### src/rtl/cpu_pkg.sv
// Shared types and constants for the RV32I core front end.
package cpu_pkg;

  localparam int XLEN = 32;

  localparam logic [XLEN-1:0] CPU_RESET_PC = 32'h0000_0000;
  localparam logic [XLEN-1:0] CPU_NOP_INST = 32'h0000_0013;

  typedef enum logic [1:0] {
    IDLE = 2'd0,
    REQ  = 2'd1,
    WAIT = 2'd2,
    HOLD = 2'd3
  } fetch_state_e;

  function automatic logic [XLEN-1:0] align_pc(input logic [XLEN-1:0] pc);
    return {pc[XLEN-1:2], 2'b00};
  endfunction

endpackage

### src/rtl/if_fetch_stage_if.sv
// Instruction-memory req/gnt/rvalid bus between the fetch stage and memory.
interface if_fetch_stage_if;
  import cpu_pkg::*;

  logic            im_req;
  logic [XLEN-1:0] im_addr;
  logic            im_gnt;
  logic            im_rvalid;
  logic [XLEN-1:0] im_rdata;

  modport master (
    output im_req, im_addr,
    input  im_gnt, im_rvalid, im_rdata
  );

  modport slave (
    input  im_req, im_addr,
    output im_gnt, im_rvalid, im_rdata
  );

endinterface

### src/rtl/if_fetch_stage_pipe_reg.sv
// IF/ID pipeline register: flush beats stall, stall beats load, otherwise a bubble.
module if_id_pipe_reg
  import cpu_pkg::*;
#(
  parameter logic [XLEN-1:0] NOP = CPU_NOP_INST
) (
  input  logic            clk,
  input  logic            rst,
  input  logic            flush,
  input  logic            stall,
  input  logic            load,
  input  logic [XLEN-1:0] load_pc,
  input  logic [XLEN-1:0] load_inst,
  output logic [XLEN-1:0] if_id_pc,
  output logic [XLEN-1:0] if_id_pc_add4,
  output logic [XLEN-1:0] if_id_inst,
  output logic            if_id_valid
);

  logic [XLEN-1:0] pc_q, pc_d;
  logic [XLEN-1:0] pc_add4_q, pc_add4_d;
  logic [XLEN-1:0] inst_q, inst_d;
  logic            valid_q, valid_d;

  always_comb begin
    pc_d      = pc_q;
    pc_add4_d = pc_add4_q;
    inst_d    = inst_q;
    valid_d   = valid_q;
    if (flush) begin
      valid_d = 1'b0;
      inst_d  = NOP;
    end else if (!stall) begin
      if (load) begin
        pc_d      = load_pc;
        pc_add4_d = load_pc + 32'd4;
        inst_d    = load_inst;
        valid_d   = 1'b1;
      end else begin
        valid_d = 1'b0;
        inst_d  = NOP;
      end
    end
  end

  always_ff @(posedge clk or posedge rst) begin
    if (rst) begin
      pc_q      <= '0;
      pc_add4_q <= '0;
      inst_q    <= NOP;
      valid_q   <= 1'b0;
    end else begin
      pc_q      <= pc_d;
      pc_add4_q <= pc_add4_d;
      inst_q    <= inst_d;
      valid_q   <= valid_d;
    end
  end

  assign if_id_pc      = pc_q;
  assign if_id_pc_add4 = pc_add4_q;
  assign if_id_inst    = inst_q;
  assign if_id_valid   = valid_q;

endmodule

### src/rtl/if_fetch_stage.sv
// IF stage: owns the PC, runs the instruction-memory handshake and feeds IF/ID,
// dropping responses made stale by a redirect.
module if_fetch_stage
  import cpu_pkg::*;
#(
  parameter logic [XLEN-1:0] RESET_PC = CPU_RESET_PC,
  parameter logic [XLEN-1:0] NOP_INST = CPU_NOP_INST
) (
  input  logic             clk,
  input  logic             rst,
  input  logic             id_stall,
  input  logic             redirect,
  input  logic [XLEN-1:0]  redirect_pc,
  if_fetch_stage_if.master im,
  output logic [XLEN-1:0]  IF_ID_PC,
  output logic [XLEN-1:0]  IF_ID_PCAdd4,
  output logic [XLEN-1:0]  IF_ID_inst,
  output logic             IF_ID_valid
);

  fetch_state_e    state_q, state_d;
  logic [XLEN-1:0] pc_q, pc_d;
  logic            kill_q, kill_d;
  logic [XLEN-1:0] hold_pc_q, hold_pc_d;
  logic [XLEN-1:0] hold_inst_q, hold_inst_d;

  logic            load;
  logic [XLEN-1:0] load_pc;
  logic [XLEN-1:0] load_inst;
  logic [XLEN-1:0] target_pc;

  assign target_pc  = align_pc(redirect_pc);
  assign im.im_req  = (state_q == REQ);
  assign im.im_addr = pc_q;

  always_comb begin
    state_d     = state_q;
    pc_d        = pc_q;
    kill_d      = kill_q;
    hold_pc_d   = hold_pc_q;
    hold_inst_d = hold_inst_q;
    load        = 1'b0;
    load_pc     = pc_q;
    load_inst   = im.im_rdata;

    unique case (state_q)
      IDLE: state_d = REQ;

      REQ: begin
        if (redirect) pc_d = target_pc;
        // A redirect in the grant cycle still leaves one response to swallow.
        if (im.im_gnt) begin
          state_d = WAIT;
          if (redirect) kill_d = 1'b1;
        end
      end

      WAIT: begin
        if (im.im_rvalid) begin
          state_d = REQ;
          if (kill_q) begin
            kill_d = 1'b0;
            if (redirect) pc_d = target_pc;
          end else if (redirect) begin
            pc_d = target_pc;
          end else if (!id_stall) begin
            load = 1'b1;
            pc_d = pc_q + 32'd4;
          end else begin
            hold_pc_d   = pc_q;
            hold_inst_d = im.im_rdata;
            pc_d        = pc_q + 32'd4;
            state_d     = HOLD;
          end
        end else if (redirect) begin
          kill_d = 1'b1;
          pc_d   = target_pc;
        end
      end

      HOLD: begin
        if (redirect) begin
          pc_d    = target_pc;
          state_d = REQ;
        end else if (!id_stall) begin
          load      = 1'b1;
          load_pc   = hold_pc_q;
          load_inst = hold_inst_q;
          state_d   = REQ;
        end
      end

      default: state_d = IDLE;
    endcase
  end

  always_ff @(posedge clk or posedge rst) begin
    if (rst) begin
      state_q     <= IDLE;
      pc_q        <= RESET_PC;
      kill_q      <= 1'b0;
      hold_pc_q   <= '0;
      hold_inst_q <= NOP_INST;
    end else begin
      state_q     <= state_d;
      pc_q        <= pc_d;
      kill_q      <= kill_d;
      hold_pc_q   <= hold_pc_d;
      hold_inst_q <= hold_inst_d;
    end
  end

  if_id_pipe_reg #(.NOP(NOP_INST)) u_if_id (
    .clk          (clk),
    .rst          (rst),
    .flush        (redirect),
    .stall        (id_stall),
    .load         (load),
    .load_pc      (load_pc),
    .load_inst    (load_inst),
    .if_id_pc     (IF_ID_PC),
    .if_id_pc_add4(IF_ID_PCAdd4),
    .if_id_inst   (IF_ID_inst),
    .if_id_valid  (IF_ID_valid)
  );

  a_rvalid_in_wait: assert property (@(posedge clk) disable iff (rst)
    im.im_rvalid |-> (state_q == WAIT));

  a_req_held: assert property (@(posedge clk) disable iff (rst)
    (im.im_req && !im.im_gnt && !redirect) |=> (im.im_req && $stable(im.im_addr)));

  a_pc_aligned: assert property (@(posedge clk) disable iff (rst)
    pc_q[1:0] == 2'b00);

endmodule

### src/flat_wrapper.sv
// flat-port wrapper written by rule: the top's interface ports become plain ports
module if_fetch_stage_flat import cpu_pkg::*;
#(
  parameter logic [XLEN-1:0] RESET_PC = CPU_RESET_PC,
  parameter logic [XLEN-1:0] NOP_INST = CPU_NOP_INST
)
  (clk, rst, id_stall, redirect, redirect_pc, IF_ID_PC, IF_ID_PCAdd4, IF_ID_inst, IF_ID_valid, im_im_req, im_im_addr, im_im_gnt, im_im_rvalid, im_im_rdata);
  if_fetch_stage_if im_i ();
  input  logic clk;
  input  logic rst;
  input  logic id_stall;
  input  logic redirect;
  input  logic [XLEN-1:0] redirect_pc;
  output logic [XLEN-1:0] IF_ID_PC;
  output logic [XLEN-1:0] IF_ID_PCAdd4;
  output logic [XLEN-1:0] IF_ID_inst;
  output logic IF_ID_valid;
  output wire logic [$bits(im_i.im_req)-1:0] im_im_req;
  output wire logic [$bits(im_i.im_addr)-1:0] im_im_addr;
  input wire logic [$bits(im_i.im_gnt)-1:0] im_im_gnt;
  input wire logic [$bits(im_i.im_rvalid)-1:0] im_im_rvalid;
  input wire logic [$bits(im_i.im_rdata)-1:0] im_im_rdata;
  assign im_im_req = im_i.im_req;
  assign im_im_addr = im_i.im_addr;
  assign im_i.im_gnt = im_im_gnt;
  assign im_i.im_rvalid = im_im_rvalid;
  assign im_i.im_rdata = im_im_rdata;
  if_fetch_stage #(.RESET_PC(RESET_PC), .NOP_INST(NOP_INST)) u_core (.clk(clk), .rst(rst), .id_stall(id_stall), .redirect(redirect), .redirect_pc(redirect_pc), .im(im_i), .IF_ID_PC(IF_ID_PC), .IF_ID_PCAdd4(IF_ID_PCAdd4), .IF_ID_inst(IF_ID_inst), .IF_ID_valid(IF_ID_valid));
endmodule
### config.mk
export PLATFORM = sky130hd
export DESIGN_NAME = if_fetch_stage_flat
export DESIGN_NICKNAME = d
export VERILOG_FILES = /design/src/rtl/cpu_pkg.sv /design/src/rtl/if_fetch_stage_if.sv /design/src/rtl/if_fetch_stage_pipe_reg.sv /design/src/rtl/if_fetch_stage.sv /design/src/flat_wrapper.sv
export SDC_FILE = /design/constraint.sdc
export NUM_CORES = 1
export LEC_CHECK = 0
export CORE_AREA = 4 4 129 131
export DETAILED_ROUTE_END_ITERATION = 10
export DIE_AREA = 0 0 133 135
export DONT_BUFFER_PORTS = 1
export GPL_TIMING_DRIVEN = 0
export PLACE_DENSITY = 0.87
export SLEW_MARGIN = 20
export SYNTH_ARGS = -nofsm -noshare
export SYNTH_HDL_FRONTEND = slang
export SYNTH_SLANG_ARGS = --single-unit
### constraint.sdc
create_clock -name clk -period 9.3 [get_ports clk]
set_input_delay 1.86 -clock clk [delete_from_list [all_inputs] [get_ports clk]]
set_output_delay 1.86 -clock clk [all_outputs]
set_load 0.005 [all_outputs]
Yosys cells after proc, flatten, opt, wreduce, memory -nomap -nowiden
Index checks and enable logic that the tools add are counted.

storage, ports and cells
  bits in registers = 196
  logic and storage cells = 62

operators by class
  add/sub/neg operators = 2
  eq/ne operators = 7
  mux-type cells = 32
  bitwise logic cells = 3
  reductions and logical operators = 9

operators with widths
  kind                   number
  $mux 32                11
  $add 32x3->32 const B  2
  $pmux 32 s2            1
  $mux 2                 7
  $mux 1                 10
  $pmux 2 s4             1
  $reduce_and 3->1       2
  $reduce_and 5->1       1
  $eq 2x2->1 const B     2
  $ne 2x1->1 const B     2
  $pmux 1 s2             2
  $reduce_and 4->1       1
  $reduce_bool 2->1      2
  $ne 3x3->1 const B     1
  $not 1->1              3
  $eq 2x1->1 const B     1
  $logic_not 2->1        1
  $ne 2x2->1 const B     1
  $reduce_and 2->1       1
  $reduce_or 2->1        1

Depth between registers and ports, before layout
Gate-level depths: netlist of run 1.

  depth after elaboration = 8
  depth in mapped cells = 15

By module
From an unflattened synthesis of run 1, not the netlist that was laid out.

unflattened totals
  cells, all modules = 871
  area total of the unflattened synthesis = 9409.0 µm²

by module, submodules not included
  module          instances  cells each  area each (µm²)  sequential area each (µm²)
  if_fetch_stage  1          470         5321.4           2481.1
  if_id_pipe_reg  1          401         4087.7           2381.0

Worst setup path after synthesis of run 1
Ideal clock, no wire load.

  path type = input to register
  from = input port redirect
  to = register u_core.u_if_id.pc_add4_q[18], in the netlist u_core.u_if_id.if_id_pc_add4[18]
  data arrival time = 4892 ps
  data required time = 9174 ps
  slack = 4282 ps
  stages on the path = 14
  path buffers = 5
  path through = buf_6 -> nor3b_2 -> buf_2 -> buf_1 -> clkbuf_1 -> nand2_1 -> nand2_1 -> ha_1 -> clkbuf_1 -> and3_1 -> nand3_1 -> a22oi_1 -> a221oi_1 -> a311o_1

on the way
  elaborated cells between the ends (all ways) = 9
  those cells by class = add/sub (1); mux (6); bitwise (1); reduce/logical (1)

RTL lines
  element                line                           source
  start, declared        flat_wrapper.sv:12             input logic redirect;
  $mux 32                if_fetch_stage.sv:82           if (redirect) begin
  $mux 32                if_fetch_stage.sv:46           unique case (state_q)
  via u_core.load_pc[2]  if_fetch_stage.sv:28           logic [XLEN-1:0] load_pc;
  $add 32x3->32          if_fetch_stage_pipe_reg.sv:36  pc_add4_d = load_pc + 32'd4;
  end signal, assigned   if_fetch_stage_pipe_reg.sv:54  pc_add4_q <= pc_add4_d;
  end, declared          if_fetch_stage_pipe_reg.sv:21  logic [XLEN-1:0] pc_add4_q, pc_add4_d;

The timed path passes the listed nets, and every way through them passes these cells.
A chain may end at the register's enable or synchronous reset.

Worst setup path in the final report of run 1
Ends and elaborated chain as after synthesis.

==> results.md, run 1 <==
* Status: finished clean
* Reg2Reg Capture Point: u_core.u_if_id.if_id_pc_add4[18]
* Cells after Synth at between 900 and 1,000
* Fin nets at around 1,000
* Worst EP required at approximately 9.6 ns
* Crit-path slowest cell: a22oi_1
* Metal1 wirelength at roughly 10,000 µm
* Worst vdd ir at 167.8 µV
* Synth top area share at 48.19%
* # DRC at 0
* Critical path depth at 14
* Startpoint types: input port
* Commonest cells after routing, fill and taps aside: 188 x dfrtp_1, 129 x nand2_1, 80 x o21ai_0
* Top sig layer: met4
* First-pass GRT wire length at 42,920 µm
* Final slew viol count at 0
* R2R depth at 14
* Max_cap viols at 0
* Tcrit/Tclk final at 62.71%
* Die area at 17,960 µm²
* Largest net degree at the start of global routing at 75
* Min-Delay Path Class: register to register
* Ys flop type: dfrtp_1
* Clock slew at reported path FFs at 0.07 ns
* Crit path buf inv count at 5
* Die Span Y at 135 µm
* Final Power at 0.003116 W
* Min cycle time layout at 5.832 ns
* Ratio of cells with drive above 1 in the final layout at 13.86%
* N_diodes at 0
* Die Width at 133 µm
* Drt total wl at between 20,000 and 30,000 µm
* Total clock buffers created by CTS at 17
* Seq/Total Area, Yosys at 49.80%
* Power Dens Cells at 291.9 nW/µm²
* Routed wl met2 at 12,880 µm
* Vias/cell at 6.678
* Initial antenna violation count at 0
* Hold Vio Cnt, Final at 0
* Synth Register Bits at roughly 190
* CTS root buffer: clkbuf_16
* Crit-path leading delay family: buffers and inverters
* Hold path cells at 2
* Syn avg cell area at 10.31 µm²
* Synthesis-to-layout area growth at 9.342%
* Synth area leader: dfrtp_1
* Synthesized area at around 10000 µm²
* CTS tree: built
* Setup_tns at 0 ns
* HPWL after DPL at 20,230 µm
* CP peak stage delay at 0.65 ns
* Rows at 46
* Post-DRT Antenna Nets at 0
* Commonest non-fill, non-tap cell in the layout: dfrtp_1
* Crit path capture type: register
* Post-CTS Setup Bufs at 0
* Critical Path Fanout Max at 10
* Longest Clk Path Bufs at 2
* Worst hold endpoint: u_core.u_if_id.if_id_pc[10]
* RSZ-0062 raised after global routing: no
* Hold WS at around 0.5 ns
* Clock skew at ~0.0074 ns
* Total GRT Usage at 30.31%
* Vias in the first global route at roughly 7,800
* Syn Nets at between 1,000 and 1,500
* Reg-to-Reg Start: u_core.state_q[0]
* Flop2flop setup slack at 4.36 ns
* Met3 wire length at roughly 3400 µm
* RePlAce Congestion at between 0.9 and 1
* Final Setup Violations at 0
* Largest cells by area after synthesis: dfrtp_1 48%, mux2_2 7.8%, mux2i_1 6.8%, nand2_1 5.0%, o21ai_0 4.1%
* YS warnings at 0
* Achievable frequency at between 0.15 and 0.2 GHz
* # IOs at 200
* Max-slew headroom at 31.72%
* Routed len/inst at between 20 and 25 µm
* Core Area at between 15,000 and 20,000 µm²
* Tightest Pin Transition at 1.020 ns
* Initial Utilization at 62.59%
* Hold_sp: u_core.u_if_id.if_id_pc[10]
* Post-synthesis async set-or-reset flop share at 100.0%
* Cts repair resizes at 0
* CTS Hold Buffers Added at 0
* Worst path cell trace: buf_6 -> nor3b_2 -> buf_2 -> buf_1 -> clkbuf_1 -> nand2_1 -> nand2_1 -> ha_1 -> clkbuf_1 -> and3_1 -> nand3_1 -> a22oi_1 -> a221oi_1 -> a311o_1
* Post-synth EDFFs at 0
* Yosys cell types at between 60 and 70
* Vias at 7,994
* Clk sinks at 194
* H-tree levels at 4
* PortBufs at 0
* Pre-antenna DRT Iters at 8
* Initial DRC count at 935
* Critical path data arrival time at 6.15 ns
* Pleak at about 4.8 nW
* Grt total ovfl at 0
* Skew-Pair Late Insertion Delay at around 0.44 ns
* WS Path Type: input port to register
==> sequential cells by signal, summed over array words and instances, names as in the netlist <==
name	count
u_core.u_if_id.if_id_pc	32
u_core.u_if_id.if_id_valid	1
u_core.hold_inst_q	32
u_core.kill_q	1
u_core.state_q	2
u_core.u_if_id.if_id_pc_add4	30
u_core.im.im_addr	32
u_core.hold_pc_q	32
u_core.u_if_id.if_id_inst	32
==> power breakdown <==
part           switching, W  internal [W]  leakage (nW)
clock              0.000345      0.000385         0.281
sequential         0.000325       0.00112          2.52
combinational      0.000572      0.000372          1.96
total               0.00124       0.00187          4.76
==> per-stage QoR <==
stage / instances / util, % / setup slack (ns) / area (µm²)
6_report: 1197 / 68.44 / 3.468 / 10680
5_1_grt: 1197 / 68.44 / 3.382 / 10680
4_1_cts: 1197 / 68.44 / 3.668 / 10680
3_5_place_dp: 1165 / 64.73 / 3.217 / 10100
3_3_place_gp: 1163 / 64.33 / 0.1746 / 10030
2_1_floorplan: 947 / - / 2.166 / 9763
==> synthesized netlist by cell type, drive strengths merged, types with 7 or more instances <==
cell,instances
a21o,8
a21oi,25
a22oi,24
a31oi,8
and2,17
and3,15
and4,11
buf,20
clkbuf,50
dfrtp,188
ha,7
inv,8
mux2,68
mux2i,66
nand2,129
nand3,30
nand4,23
nor2,27
nor3,17
nor4,11
o21ai,80
o22ai,10
or3,9
xor2,11
==> layer usage <==
layer | GRT usage, % | vias up
met5 | 0 | -
met4 | 9.527 | 0
met3 | 10.32 | 73
met2 | 48.28 | 520
met1 | 39.51 | 3900
li1 | - | 3501
==> final cells by class <==
cell class                      count  area [µm²]
Tap cell                          216       270.3
Inverter                            8       37.54
Sequential cell                   194        4862
Clock buffer                       18       439.2
Timing Repair Buffer                2       55.05
Buffer                             70       292.8
Clock inverter                     14       140.1
Multi-Input combinational cell    675        4578
Fill cell                        1181        4922
==> cells by family (layout without fill, tap and decap cells) <==
logic type | Yosys count | in the layout | synth area share [%]
multiplexers | 134 | 134 | 14.61
adder cells (fa/ha/maj) | 7 | 7 | 0.8970
buffers and inverters | 78 | 112 | 3.306
AO/OA/AOI/OAI | 201 | 201 | 13.42
AND/OR/NAND/NOR | 318 | 318 | 16.62
flip-flops | 194 | 194 | 49.80
XOR/XNOR | 15 | 15 | 1.346
==> how the worst max path moves through the flow <==
| stage | slack [ns] | end | from |
|---|---|---|---|
| finish | 3.47 | u_core.u_if_id.if_id_pc_add4[18] | redirect |
| global route | 3.38 | u_core.u_if_id.if_id_pc_add4[18] | redirect |
| CTS | 3.67 | u_core.u_if_id.if_id_pc_add4[18] | redirect |
| detailed placement | 3.22 | u_core.u_if_id.if_id_pc_add4[18] | redirect |
| global placement | 0.17 | u_core.hold_inst_q[5] | rst |
| floorplan | 2.17 | u_core.hold_inst_q[10] | rst |
==> worst min-delay path: stages (launching register included) <==
cell	delay, ns
dfrtp_1	0.36
nand2_1	0.05
o21ai_0	0.06
(Power assumes the default switching activity.)
==> run 2: changes to the inputs <==
- clock period: 9.3 -> 5.5 ns (I/O delays scaled with it)
==> run 2 against run 1 <==
Against the previous run:
- routed wire length fell by 0.14%
- total power up 67%
- first-iteration DRC count grew 1.4%
- via count fell by 1.2%
- final area increased by 0.63%
- worst setup slack worse by 3.0 ns
- global-route usage rose by 0.12 points
- critical path type unchanged
- clock skew is 0.0053 ns higher
==> results.md, run 2 (same netlist as run 1, synthesis figures left out) <==
* Total GRT Usage at roughly 30%
* CP Launch Point: redirect
* Initial DRC count at 948
* Post-DRT Antenna Nets at 0
* Pleak at 4.783 nW
* Skew-Pair Late Insertion Delay at 0.44 ns
* Ratio of cells with drive above 1 in the final layout at ~14%
* Setup_tns at 0 ns
* # DRC at 0
* Synthesis-to-layout area growth at 10.03%
* Vias/cell at 6.572
* Finished Core Util at 68.88%
* N_diodes at 0
* Achievable frequency at 0.1979 GHz
* Initial Utilization at between 60% and 70%
* Pre-antenna DRT Iters at 8
* Commonest non-fill, non-tap cell in the layout: dfrtp_1
* Post-CTS Setup Bufs at 0
* Status: finished clean
* Cts repair resizes at 0
* Rows at between 40 and 50
* # IOs at 200
* Tcrit/Tclk final at 91.89%
* Grt total ovfl at 0
* Max-slew headroom at around a third
* Final Setup Violations at 0
* Reg-to-Reg Start: u_core.state_q[0]
* CTS root buffer: clkbuf_16
* Total clock buffers created by CTS at 17
* Longest Clk Path Bufs at 2
* CTS Hold Buffers Added at 0
* Initial antenna violation count at 0
* Commonest cells after routing, fill and taps aside: 188 x dfrtp_1, 129 x nand2_1, 80 x o21ai_0
* H-tree levels at 4
* WS Path Type: input port to register
* Hold Vio Cnt, Final at 0
* RSZ-0062 raised after global routing: no
* Vias in the first global route at between 7,000 and 8,000
* Flop2flop setup slack at 0.58 ns
* Max_cap viols at 0
* Core Area at about 16,000 µm²
* Vias at 7,899
* HPWL after DPL at 20,350 µm
* Startpoint types: input port
* Crit path capture type: register
* Tightest Pin Transition at 0.9754 ns
* Die area at around 18,000 µm²
* Final slew viol count at 0
* Critical Path Fanout Max at 10
* Clk sinks at roughly 190
* Layout fillers at around 1,100
* Critical path data arrival time at 5.37 ns
* Routed len/inst at 22.62 µm
* R2R depth at 14
* CTS tree: built
* RePlAce Congestion at 0.9371
* Power Dens Cells at between 400 and 500 nW/µm²
* Clock skew at 0.01267 ns
* Worst EP required at 5.82 ns
* Fin nets at 1,050
* Min-Delay Path Class: input port to async pin
* Worst vdd ir at slightly below 300 µV
* First-pass GRT wire length at about 43,000 µm
* Die Span Y at 135 µm
* Min cycle time layout at 5.054 ns
* Largest net degree at the start of global routing at 36
* Clock slew at reported path FFs at 0.07 ns
* Die Width at 133 µm
* Drt total wl at between 20,000 and 30,000 µm
* PortBufs at 0
==> run 2: critical path, cell delays in order <==
cell      delay, ns
buf_6          0.12
nor3b_2        0.60
buf_2          0.35
buf_1          0.44
clkbuf_1       0.43
nand2_1        0.13
nand2_1        0.08
ha_1           0.14
clkbuf_1       0.31
and3_1         0.21
nand3_1        0.22
a22oi_1        0.65
a221oi_1       0.20
a311o_1        0.37
==> run 2: cell type report <==
type / count / area [µm²] / area share, %
buffer: 70 / 292.8 / 2.725
clock buffer: 22 / 474.2 / 4.414
timing repair buffer: 7 / 155.1 / 1.444
tap: 216 / 270.3 / 2.516
multi-input combinational: 675 / 4578 / 42.62
sequential: 194 / 4862 / 45.26
inverter: 8 / 33.78 / 0.3145
clock inverter: 10 / 76.32 / 0.7105
==> run 2: worst paths after layout <==
path / endpoint
worst max-delay path: u_core.u_if_id.if_id_pc_add4[18]
worst min-delay path: u_core.im.im_addr[21]
worst max register to register: u_core.u_if_id.if_id_pc_add4[18]
worst min register to register: u_core.u_if_id.if_id_pc_add4[19]
max in group asynchronous: u_core.hold_inst_q[1]
min in group clk: u_core.u_if_id.if_id_pc_add4[19]
==> run 2: metrics by stage <==
step	worst slack [ns]	cell area (µm²)	total power (W)	hold WS, ns	cells
final	0.4458	10740	0.005201	0.4477	1202
after global routing	0.1880	10740	0.005495	0.4539	1202
after CTS	0.6024	10740	0.005166	0.4530	1202
after detailed placement	0.1402	10190	0.004000	0.4959	1170
after global placement	0.2172	10040	0.003896	0.4874	1163
after floorplan	1.242	9767	0.003423	0.4628	947
==> run 2: power breakdown <==
group	leakage, nW	internal (W)	switching [W]
clock network	0.263	0.000619	0.000554
logic	2.00	0.000636	0.000959
registers	2.52	0.00189	0.000544
==> run 2: routing by layer <==
layer  share of wire [%]  routed length [µm]  vias up  track usage [%]
li1                    -                   -     3515                -
met1                  37               10190     3828            39.77
met4                 2.7                 724        0            8.891
met2                  47               12720      486            47.35
met5                   0                   0        -                0
met3                  13                3552       70            12.11
